[src/rtl/z3_slave_decode_pkg.sv]
// Shared definitions for the Zorro III slave-cycle front end:
// state encoding, region offsets and region vector layout.
package z3_pkg;

  typedef enum logic [1:0] {
    ST_IDLE,
    ST_ACTIVE,
    ST_ACKED,
    ST_IGNORE
  } z3_state_e;

  // ADDR[23:18] offsets inside the BAR
  localparam logic [5:0] REG_SCSI_LO = 6'h20;
  localparam logic [5:0] REG_SCSI_HI = 6'h21;
  localparam logic [5:0] REG_IDREG   = 6'h22;
  localparam logic [5:0] REG_SID     = 6'h23;

  localparam logic [7:0] AUTOCFG_BASE_DEF = 8'hFF;

  localparam int RGN_SCSI    = 0;
  localparam int RGN_IDREG   = 1;
  localparam int RGN_SID     = 2;
  localparam int RGN_AUTOCFG = 3;
  localparam int NUM_RGN     = 4;

  typedef logic [NUM_RGN-1:0] region_t;

endpackage

[src/rtl/z3_slave_decode_if.sv]
// Bus-side and responder-side signals of the slave-cycle front end.
interface z3_slave_decode_if;
  logic        FCS_n;
  logic [15:0] ADDR;
  logic        READ;
  logic        configured;
  logic [7:0]  bar_base;
  logic        scsi_dtack;
  logic        idreg_dtack;
  logic        sid_dtack;
  logic        autocfg_dtack;
  logic        slave_cycle;
  logic        scsi_region;
  logic        idreg_region;
  logic        sidreg_region;
  logic        autocfg_region;
  logic        read_l;
  logic        dtack;
  logic        timeout_flag;

  modport slave (
    input  FCS_n, ADDR, READ, configured, bar_base,
           scsi_dtack, idreg_dtack, sid_dtack, autocfg_dtack,
    output slave_cycle, scsi_region, idreg_region, sidreg_region,
           autocfg_region, read_l, dtack, timeout_flag
  );

  modport master (
    output FCS_n, ADDR, READ, configured, bar_base,
           scsi_dtack, idreg_dtack, sid_dtack, autocfg_dtack,
    input  slave_cycle, scsi_region, idreg_region, sidreg_region,
           autocfg_region, read_l, dtack, timeout_flag
  );
endinterface

[src/rtl/z3_region_decode.sv]
// Combinational ADDR[31:16] compare producing the one-hot region vector.
module z3_region_decode
  import z3_pkg::*;
#(
  parameter logic [7:0] AUTOCFG_BASE = AUTOCFG_BASE_DEF
) (
  input  logic [15:0] addr,
  input  logic        configured,
  input  logic [7:0]  bar_base,
  output region_t     region
);

  always_comb begin
    region = '0;
    if (!configured && addr[15:8] == AUTOCFG_BASE) begin
      region[RGN_AUTOCFG] = 1'b1;
    end else if (configured && addr[15:8] == bar_base) begin
      // addr[7:0] is ADDR[23:16]; the low two bits are don't-care inside a region
      if (addr[7:0] inside {[{REG_SCSI_LO, 2'b00} : {REG_SCSI_HI, 2'b11}]})
        region[RGN_SCSI] = 1'b1;
      else if (addr[7:0] inside {[{REG_IDREG, 2'b00} : {REG_IDREG, 2'b11}]})
        region[RGN_IDREG] = 1'b1;
      else if (addr[7:0] inside {[{REG_SID, 2'b00} : {REG_SID, 2'b11}]})
        region[RGN_SID] = 1'b1;
    end
  end

endmodule

[src/rtl/z3_slave_decode.sv]
// Zorro III slave-cycle front end: latches the decode on FCS_n, merges
// responder DTACKs and forces termination if the selected responder stays silent.
module z3_slave_decode
  import z3_pkg::*;
#(
  parameter int unsigned TIMEOUT_CYCLES = 64,
  parameter logic [7:0]  AUTOCFG_BASE   = AUTOCFG_BASE_DEF
) (
  input  logic           CLK,
  input  logic           RESET_n,
  z3_slave_decode_if.slave bus
);

  localparam logic [7:0] TO_LAST = 8'(TIMEOUT_CYCLES - 1);

  z3_state_e state_q, state_d;
  logic [7:0] cnt_q, cnt_d;
  region_t    region_q, region_d, region_dec, ack_req;
  logic       slave_q, slave_d;
  logic       read_q, read_d;
  logic       dtack_q, dtack_d;
  logic       tf_q, tf_d;
  logic       sel_ack;

  z3_region_decode #(.AUTOCFG_BASE(AUTOCFG_BASE)) u_dec (
    .addr       (bus.ADDR),
    .configured (bus.configured),
    .bar_base   (bus.bar_base),
    .region     (region_dec)
  );

  always_comb begin
    ack_req = '0;
    ack_req[RGN_SCSI]    = bus.scsi_dtack;
    ack_req[RGN_IDREG]   = bus.idreg_dtack;
    ack_req[RGN_SID]     = bus.sid_dtack;
    ack_req[RGN_AUTOCFG] = bus.autocfg_dtack;
  end

  // only the latched region's responder can terminate the cycle
  assign sel_ack = |(region_q & ack_req);

  always_comb begin
    state_d  = state_q;
    cnt_d    = cnt_q;
    region_d = region_q;
    slave_d  = slave_q;
    read_d   = read_q;
    dtack_d  = dtack_q;
    tf_d     = tf_q;
    unique case (state_q)
      ST_IDLE: begin
        if (!bus.FCS_n) begin
          region_d = region_dec;
          read_d   = bus.READ;
          cnt_d    = '0;
          if (|region_dec) begin
            slave_d = 1'b1;
            state_d = ST_ACTIVE;
          end else begin
            state_d = ST_IGNORE;
          end
        end
      end
      ST_ACTIVE: begin
        // abort outranks a same-edge ack, and an ack outranks the timeout
        if (bus.FCS_n) begin
          region_d = '0;
          slave_d  = 1'b0;
          state_d  = ST_IDLE;
        end else if (sel_ack) begin
          dtack_d = 1'b1;
          state_d = ST_ACKED;
        end else if (cnt_q == TO_LAST) begin
          dtack_d = 1'b1;
          tf_d    = 1'b1;
          state_d = ST_ACKED;
        end else begin
          cnt_d = cnt_q + 8'd1;
        end
      end
      ST_ACKED: begin
        if (bus.FCS_n) begin
          dtack_d  = 1'b0;
          slave_d  = 1'b0;
          region_d = '0;
          state_d  = ST_IDLE;
        end
      end
      ST_IGNORE: begin
        if (bus.FCS_n) state_d = ST_IDLE;
      end
      default: state_d = ST_IDLE;
    endcase
  end

  always_ff @(posedge CLK or negedge RESET_n) begin
    if (!RESET_n) begin
      state_q  <= ST_IDLE;
      cnt_q    <= '0;
      region_q <= '0;
      slave_q  <= 1'b0;
      read_q   <= 1'b0;
      dtack_q  <= 1'b0;
      tf_q     <= 1'b0;
    end else begin
      state_q  <= state_d;
      cnt_q    <= cnt_d;
      region_q <= region_d;
      slave_q  <= slave_d;
      read_q   <= read_d;
      dtack_q  <= dtack_d;
      tf_q     <= tf_d;
    end
  end

  assign bus.slave_cycle    = slave_q;
  assign bus.scsi_region    = region_q[RGN_SCSI];
  assign bus.idreg_region   = region_q[RGN_IDREG];
  assign bus.sidreg_region  = region_q[RGN_SID];
  assign bus.autocfg_region = region_q[RGN_AUTOCFG];
  assign bus.read_l         = read_q;
  assign bus.dtack          = dtack_q;
  assign bus.timeout_flag   = tf_q;

endmodule

[src/flat_wrapper.sv]
// flat-port wrapper written by rule: the top's interface ports become plain ports
module z3_slave_decode_flat import z3_pkg::*;
#(
  parameter int unsigned TIMEOUT_CYCLES = 64,
  parameter logic [7:0]  AUTOCFG_BASE   = AUTOCFG_BASE_DEF
)
  (CLK, RESET_n, bus_FCS_n, bus_ADDR, bus_READ, bus_configured, bus_bar_base, bus_scsi_dtack, bus_idreg_dtack, bus_sid_dtack, bus_autocfg_dtack, bus_slave_cycle, bus_scsi_region, bus_idreg_region, bus_sidreg_region, bus_autocfg_region, bus_read_l, bus_dtack, bus_timeout_flag);
  z3_slave_decode_if bus_i ();
  input  logic CLK;
  input  logic RESET_n;
  input wire logic [$bits(bus_i.FCS_n)-1:0] bus_FCS_n;
  input wire logic [$bits(bus_i.ADDR)-1:0] bus_ADDR;
  input wire logic [$bits(bus_i.READ)-1:0] bus_READ;
  input wire logic [$bits(bus_i.configured)-1:0] bus_configured;
  input wire logic [$bits(bus_i.bar_base)-1:0] bus_bar_base;
  input wire logic [$bits(bus_i.scsi_dtack)-1:0] bus_scsi_dtack;
  input wire logic [$bits(bus_i.idreg_dtack)-1:0] bus_idreg_dtack;
  input wire logic [$bits(bus_i.sid_dtack)-1:0] bus_sid_dtack;
  input wire logic [$bits(bus_i.autocfg_dtack)-1:0] bus_autocfg_dtack;
  output wire logic [$bits(bus_i.slave_cycle)-1:0] bus_slave_cycle;
  output wire logic [$bits(bus_i.scsi_region)-1:0] bus_scsi_region;
  output wire logic [$bits(bus_i.idreg_region)-1:0] bus_idreg_region;
  output wire logic [$bits(bus_i.sidreg_region)-1:0] bus_sidreg_region;
  output wire logic [$bits(bus_i.autocfg_region)-1:0] bus_autocfg_region;
  output wire logic [$bits(bus_i.read_l)-1:0] bus_read_l;
  output wire logic [$bits(bus_i.dtack)-1:0] bus_dtack;
  output wire logic [$bits(bus_i.timeout_flag)-1:0] bus_timeout_flag;
  assign bus_i.FCS_n = bus_FCS_n;
  assign bus_i.ADDR = bus_ADDR;
  assign bus_i.READ = bus_READ;
  assign bus_i.configured = bus_configured;
  assign bus_i.bar_base = bus_bar_base;
  assign bus_i.scsi_dtack = bus_scsi_dtack;
  assign bus_i.idreg_dtack = bus_idreg_dtack;
  assign bus_i.sid_dtack = bus_sid_dtack;
  assign bus_i.autocfg_dtack = bus_autocfg_dtack;
  assign bus_slave_cycle = bus_i.slave_cycle;
  assign bus_scsi_region = bus_i.scsi_region;
  assign bus_idreg_region = bus_i.idreg_region;
  assign bus_sidreg_region = bus_i.sidreg_region;
  assign bus_autocfg_region = bus_i.autocfg_region;
  assign bus_read_l = bus_i.read_l;
  assign bus_dtack = bus_i.dtack;
  assign bus_timeout_flag = bus_i.timeout_flag;
  z3_slave_decode #(.TIMEOUT_CYCLES(TIMEOUT_CYCLES), .AUTOCFG_BASE(AUTOCFG_BASE)) u_core (.CLK(CLK), .RESET_n(RESET_n), .bus(bus_i));
endmodule
[config.mk]
export PLATFORM = sky130hd
export DESIGN_NAME = z3_slave_decode_flat
export DESIGN_NICKNAME = d
export VERILOG_FILES = /design/src/rtl/z3_slave_decode_pkg.sv /design/src/rtl/z3_slave_decode_if.sv /design/src/rtl/z3_region_decode.sv /design/src/rtl/z3_slave_decode.sv /design/src/flat_wrapper.sv
export SDC_FILE = /design/constraint.sdc
export NUM_CORES = 1
export LEC_CHECK = 0
export CAP_MARGIN = 30
export CORE_MARGIN = 2
export CORE_UTILIZATION = 44
export CTS_CLUSTER_DIAMETER = 40
export DETAILED_ROUTE_END_ITERATION = 7
export PLACE_DENSITY = 0.79
export SYNTH_ARGS = -nofsm -noshare
export SYNTH_HDL_FRONTEND = slang
export SYNTH_SLANG_ARGS = --single-unit
[constraint.sdc]
create_clock -name CLK -period 2.05 [get_ports CLK]
set_input_delay 0.205 -clock CLK [delete_from_list [all_inputs] [get_ports CLK]]
set_output_delay 0.205 -clock CLK [all_outputs]
set_load 0.05 [all_outputs]
==> metrics.csv, run 1 <==
stage;metric;value;unit
floorplanning;chip height;55.0;um
run;maxcap violations;0;
setup_path;CP Max Fanout;4;
sta;relative slew slack;0.607;
floorplanning;IO Pins;41;
floorplanning;Site Rows;18;
sta;final hold vios;0;
sta;worst hold slack;229;ps
route;DR vias;1118;
synth;Post-synth EDFFs;0;
setup_path;Reg2Reg Depth;6;
route;Vias/cell;5.70;
place;input/output buffers;38;
synth;Yosys reg bits;18;
clock_tree;setup repair bufs after CTS;0;
clock_tree;clock latency on the worst-skew pair;290;ps
synth;Synth Flop Type;dfrtp_1;
clock_tree;total CTS buffers;3;
synth;syn avg cell area;9.21;um2
cells_and_area;Diodes inserted;0;
setup_path;CP required;1850;ps
sta;crit share post-route;0.863;
place;DP Cell Count;193;
clock_tree;Sink Count;18;
floorplanning;Core Area;2480;um2
cells_and_area;final net count;206;
route;residual DRC count;0;
route;drt first pass iters;4;
floorplanning;Die W;55.0;um
sta;TNS Setup;0;ps
global_route;initial antenna violation count;0;
sta;max-slew violations;0;
setup_path;Crit Path Category;register to output pin;
clock_tree;Hold-fix buffers, CTS;0;
hold_path;hold crit path type;input port to asynchronous set/reset pin;
power_and_ir_drop;Leak;0.000682;uW
route;initial DRC count;13;
clock_tree;CTS root buf;clkbuf_4;
synth;sequential area share after synthesis;0.394;
clock_tree;Post-CTS Resized;0;
setup_path;R2R setup slack;290;ps
global_route;Overflow after GRT;0;
power_and_ir_drop;Worst VDD drop;566;uV
route;WL per Instance;13.4;um
floorplanning;Die Area;3020;um2
place;Post-DP HPWL;2180;um
sta;final critical-path required period;1770;ps
synth;Async S/R FF share, synth;1.00;
cells_and_area;area delta synth->final;39.2;%
status;status;complete, no violations;
setup_path;Cell Chain, Critical Path;clkdlybuf4s50_1;
setup_path;critical path's largest stage delay;840;ps
sta;RSZ-0062 raised after global routing;false;
place;routability cong.;0.773;
setup_path;CP top delay family;buffers and inverters;
synth;Post-Syn Area;1140;um2
cells_and_area;final std cells w/o fill;196;
setup_path;reg-to-reg startpoint;u_core.state_q[1];
sta;worst slew pin tran;585;ps
clock_tree;H-tree levels;1;
setup_path;Slowest-stage cell, CP;clkdlybuf4s50_1;
place;DP Area;1570;um2
power_and_ir_drop;pwr/cell area;1000;nW/um2
cells_and_area;Post-Layout Inst Area;1590;um2
synth;Syn. warnings;0;
clock_tree;Max Root-Sink Buffers;2;
setup_path;worst r2r dst;u_core.cnt_q[6];
global_route;first-pass GRT wire length;4220;um
setup_path;Arr. time, crit path;1560;ps
global_route;GRT Util Overall;0.195;
setup_path;crit end category;output pin;
setup_path;CP startpoint;u_core.region_q[3];
floorplanning;Initial Util;0.461;
sta;Max Fclk;565;MHz
route;Total Wirelength;2620;um
cells_and_area;ratio of cells with drive above 1 in the final layout;0.0964;
global_route;vias in the first global route;1083;
sta;Setup Viol. Count Final;0;
global_route;largest net degree at the start of global routing;19;
clock_tree;Clk pin slew, worst setup/hold paths;100;ps
synth;Syn Nets;162;
synth;post-synth cell types;37;
power_and_ir_drop;Pwr Total;1590;uW
setup_path;startpoint types;register;
synth;Synth Instances;124;
setup_path;Worst Path Buf+Inv;1;
sta;Final Skew;7.70;ps
route;ANT nets after route;0;
clock_tree;CTS tree;built;
==> sequential cells by signal (all words and copies together) (netlist names) <==
name and cells:
u_core.cnt_q 8, u_core.bus.slave_cycle 1, u_core.state_q 2, u_core.bus.read_l 1, u_core.bus.dtack 1, u_core.bus.timeout_flag 1
u_core.region_q 4
==> layout make-up <==
type	instances	area (um2)
Inverter	10	42.5
Sequential cell	18	450
Tap cell	30	37.5
Multi-Input combinational cell	95	642
Timing Repair Buffer	40	395
Fill cell	200	887
Clock buffer	3	22.5
==> worst max path at each step <==
| stage | to | cells past startpoint |
|---|---|---|
| CTS | u_core.cnt_q[6] | 6 |
| finish | bus_autocfg_region | 1 |
| floorplan | u_core.cnt_q[6] | 5 |
| detailed placement | u_core.cnt_q[6] | 6 |
| global placement | u_core.cnt_q[6] | 6 |
| global route | u_core.state_q[1] | 6 |
==> synth_stat cells, drive strengths merged, types with 2 or more instances <==
| cell type | count | area [um2] |
|---|---|---|
| dfrtp | 18 | 450 |
| xnor2 | 2 | 17.5 |
| and4 | 3 | 32.5 |
| nand2b | 3 | 18.8 |
| a22oi | 2 | 25.0 |
| ha | 5 | 62.6 |
| nand2 | 9 | 41.3 |
| nor3 | 7 | 35.0 |
| or3 | 2 | 12.5 |
| xor2 | 7 | 61.3 |
| o211ai | 3 | 22.5 |
| o21ai | 8 | 40.0 |
| nand4 | 4 | 25.0 |
| inv | 9 | 33.8 |
| nor2 | 12 | 45.0 |
| nor4 | 2 | 12.5 |
| nand3 | 6 | 30.0 |
| a21oi | 5 | 25.0 |
==> routing by layer <==
metal	vias up	part of all wire	global-route usage
met5	-	0	0
met1	543	0.37	0.186
met3	5	0.063	0.0296
li1	535	-	-
met2	35	0.55	0.399
met4	0	0.013	0.0894
==> metrics by stage <==
stage | utilization | worst slack [ps]
final | 0.642 | 282
after global routing | 0.642 | 142
after CTS | 0.642 | 276
after detailed placement | 0.633 | 240
after global placement | 0.633 | 273
after floorplan | - | 297
==> cells by family (layout without fill, tap and decap cells) <==
logic type	Yosys count	count (layout)	share of synthesized area
xor gates and xnor gates	9	9	0.0690
and+or+nand+nor	53	53	0.260
DFF	18	18	0.394
AOI/OAI and AO/OA	26	26	0.160
adders and majority gates	5	5	0.0548
buffers and inverters	11	53	0.0438
muxes	2	2	0.0186
==> layout by cell type (no fill, tap or decap), drive strengths merged, types with 4 or more instances in the layout <==
master,instances
nand3,6
nor3,7
ha,5
dfrtp,18
inv,9
nand2,9
o21ai,8
a21oi,5
xor2,7
clkdlybuf4s50,38
nand4,4
nor2,12
==> report_power, final <==
group	leakage (uW)	switching [uW]	internal [uW]	total [uW]
Combinational	0.000430	540	351	890
Clock	0.0000138	103	68.3	171
Sequential	0.000238	81.6	451	533
Note: power is estimated with default switching activity, not from simulation.
==> inputs of run 2 (changes only) <==
--- a/config.mk
+++ b/config.mk
@@ -10,7 +10,7 @@
 export CORE_UTILIZATION = 44
 export CTS_CLUSTER_DIAMETER = 40
 export DETAILED_ROUTE_END_ITERATION = 7
-export PLACE_DENSITY = 0.79
+export PLACE_DENSITY = 0.82
 export SYNTH_ARGS = -nofsm -noshare
 export SYNTH_HDL_FRONTEND = slang
 export SYNTH_SLANG_ARGS = --single-unit
==> run 2 against run 1 <==
Register-to-register slack improved by 20 ps. Clock skew rose by 1.6 ps. Worst setup slack better by 2.3 ps. Wire length grew 5.0%. Final area grew 0.47%. Global-route usage is 0.35 points higher. Maximum frequency rose by 0.13%. Clock power increased by 2%. Power grew 1.8%. Critical path depth is the same.
==> metrics.csv, run 2 (synthesized netlist as in run 1, its figures left out) <==
stage;metric;value;unit;change
status;status;complete, no violations;;unchanged
sta;final critical-path required period;1770;ps;about the same
run;maxcap violations;0;;unchanged
clock_tree;total CTS buffers;3;;unchanged
setup_path;startpoint types;register;;unchanged
hold_path;hold crit path type;input port to asynchronous set/reset pin;;unchanged
global_route;first-pass GRT wire length;4230;um;was 4220 um
floorplanning;Initial Util;0.461;;unchanged
route;residual DRC count;0;;unchanged
sta;worst slew pin tran;629;ps;was 585 ps
setup_path;crit end category;output pin;;unchanged
sta;relative slew slack;0.578;;was 0.607
clock_tree;clock latency on the worst-skew pair;290;ps;about the same
global_route;GRT Util Overall;0.199;;was 0.195
setup_path;Worst Path Buf+Inv;1;;unchanged
cells_and_area;final net count;207;;was 206
floorplanning;Site Rows;18;;unchanged
clock_tree;Post-CTS Resized;0;;unchanged
place;Post-DP HPWL;2300;um;was 2180 um
global_route;initial antenna violation count;0;;unchanged
power_and_ir_drop;Leak;0.000687;uW;was 0.000682 uW
route;drt first pass iters;6;;was 4
route;DR vias;1126;;was 1118
clock_tree;Sink Count;18;;unchanged
power_and_ir_drop;Worst VDD drop;564;uV;was 566 uV
cells_and_area;Post-Layout Inst Area;1600;um2;was 1590 um2
global_route;vias in the first global route;1063;;was 1083
sta;Max Fclk;566;MHz;was 565 MHz
global_route;largest net degree at the start of global routing;19;;unchanged
clock_tree;setup repair bufs after CTS;0;;unchanged
setup_path;CP required;1850;ps;about the same
cells_and_area;Diodes inserted;0;;unchanged
setup_path;R2R setup slack;310;ps;was 290 ps
setup_path;CP top delay family;buffers and inverters;;unchanged
floorplanning;chip height;55.0;um;unchanged
sta;final hold vios;0;;unchanged
cells_and_area;most frequent cells in the layout;38 x clkdlybuf4s50_1, 18 x dfrtp_1, 12 x nor2_1;;unchanged
cells_and_area;ratio of cells with drive above 1 in the final layout;0.102;;was 0.0964
clock_tree;H-tree levels;1;;unchanged
cells_and_area;max FFs per register;8;;unchanged
clock_tree;Clk pin slew, worst setup/hold paths;100;ps;about the same
cells_and_area;Largest regs;u_core.cnt_q (8), u_core.region_q (4), u_core.state_q (2);;unchanged
route;ANT nets after route;0;;unchanged
power_and_ir_drop;pwr/cell area;1020;nW/um2;was 1000 nW/um2
sta;max-slew violations;0;;unchanged
cells_and_area;area delta synth->final;39.9;%;was 39.2%
sta;crit share post-route;0.861;;was 0.863
setup_path;critical path's largest stage delay;830;ps;was 840 ps
setup_path;Slowest-stage cell, CP;clkdlybuf4s50_1;;unchanged
clock_tree;CTS tree;built;;unchanged
sta;RSZ-0062 raised after global routing;false;;unchanged
setup_path;Cell Chain, Critical Path;clkdlybuf4s50_1;;unchanged
setup_path;CP Max Fanout;4;;unchanged
sta;Final Skew;9.32;ps;was 7.70 ps
cells_and_area;most common cell after layout, fill and taps aside;clkdlybuf4s50_1;;unchanged
clock_tree;Hold-fix buffers, CTS;0;;unchanged
setup_path;Crit Path Category;register to output pin;;unchanged
sta;worst hold slack;228;ps;was 229 ps
sta;Setup Viol. Count Final;0;;unchanged
cells_and_area;register with the most flip-flops;u_core.cnt_q;;unchanged
sta;TNS Setup;0;ps;unchanged
floorplanning;IO Pins;41;;unchanged
floorplanning;Die Area;3020;um2;unchanged
global_route;Overflow after GRT;0;;unchanged
place;input/output buffers;38;;unchanged
route;Total Wirelength;2750;um;was 2620 um
route;WL per Instance;14.0;um;was 13.4 um
floorplanning;Core Area;2480;um2;unchanged
floorplanning;Die W;55.0;um;unchanged
place;DP Area;1580;um2;was 1570 um2
setup_path;Arr. time, crit path;1560;ps;about the same
clock_tree;CTS root buf;clkbuf_4;;unchanged
place;routability cong.;0.762;;was 0.773
route;Vias/cell;5.72;;was 5.70
clock_tree;Max Root-Sink Buffers;2;;unchanged
route;initial DRC count;25;;was 13
-- run 2: cell count changes in the layout (fill, tap and decap cells not counted), sizes merged --
cell,before,now
buf,2,3
-- run 2: worst register-to-register path, stage by stage (launching register included) --
cell	delay [ps]
dfrtp_1	390
inv_1	100
ha_1	350
nor2b_1	290
nand2_1	190
nor2_1	200
nand4_1	110
nand2_1	70
-- run 2: through the flow --
stage	worst slack [ps]	power, uW	cells	util
global placement	274	1410	194	0.636
floorplan	297	1140	124	-
detailed placement	239	1450	194	0.636
CTS	286	1620	197	0.645
global route	174	1720	197	0.645
finish	284	1620	197	0.645
-- run 2: area by class of cell --
class	instances	area [um2]
repair buffers	41	403
inverters	10	42.5
clock buffers	3	22.5
multi-input cells	95	642
well taps	30	37.5
flip-flops and latches	18	450
fillers	204	880
-- run 2: metal layers --
layer  global-route usage  share of wire  vias to the layer above
met3               0.0349          0.060                        5
met4                0.102          0.016                        0
met1                0.183           0.37                      537
li1                     -              -                      537
met2                0.405           0.56                       47
met5                    0              0                        -
-- run 2: path summary, 6_finish.rpt --
check | start | to | cells past startpoint
setup / recovery | u_core.region_q[3] | bus_autocfg_region | 1
hold / removal | RESET_n | u_core.cnt_q[3] | 2
setup reg to reg | u_core.state_q[0] | u_core.region_q[2] | 7
hold reg to reg | u_core.bus.timeout_flag | u_core.bus.timeout_flag | 1
max in group asynchronous | RESET_n | u_core.cnt_q[2] | 2
min in group CLK | u_core.bus.timeout_flag | u_core.bus.timeout_flag | 1
-- run 2: where the power goes --
part	internal, uW	switching, uW	total [uW]
clock network	68.4	107	175
registers	451	84.3	535
logic	359	554	912
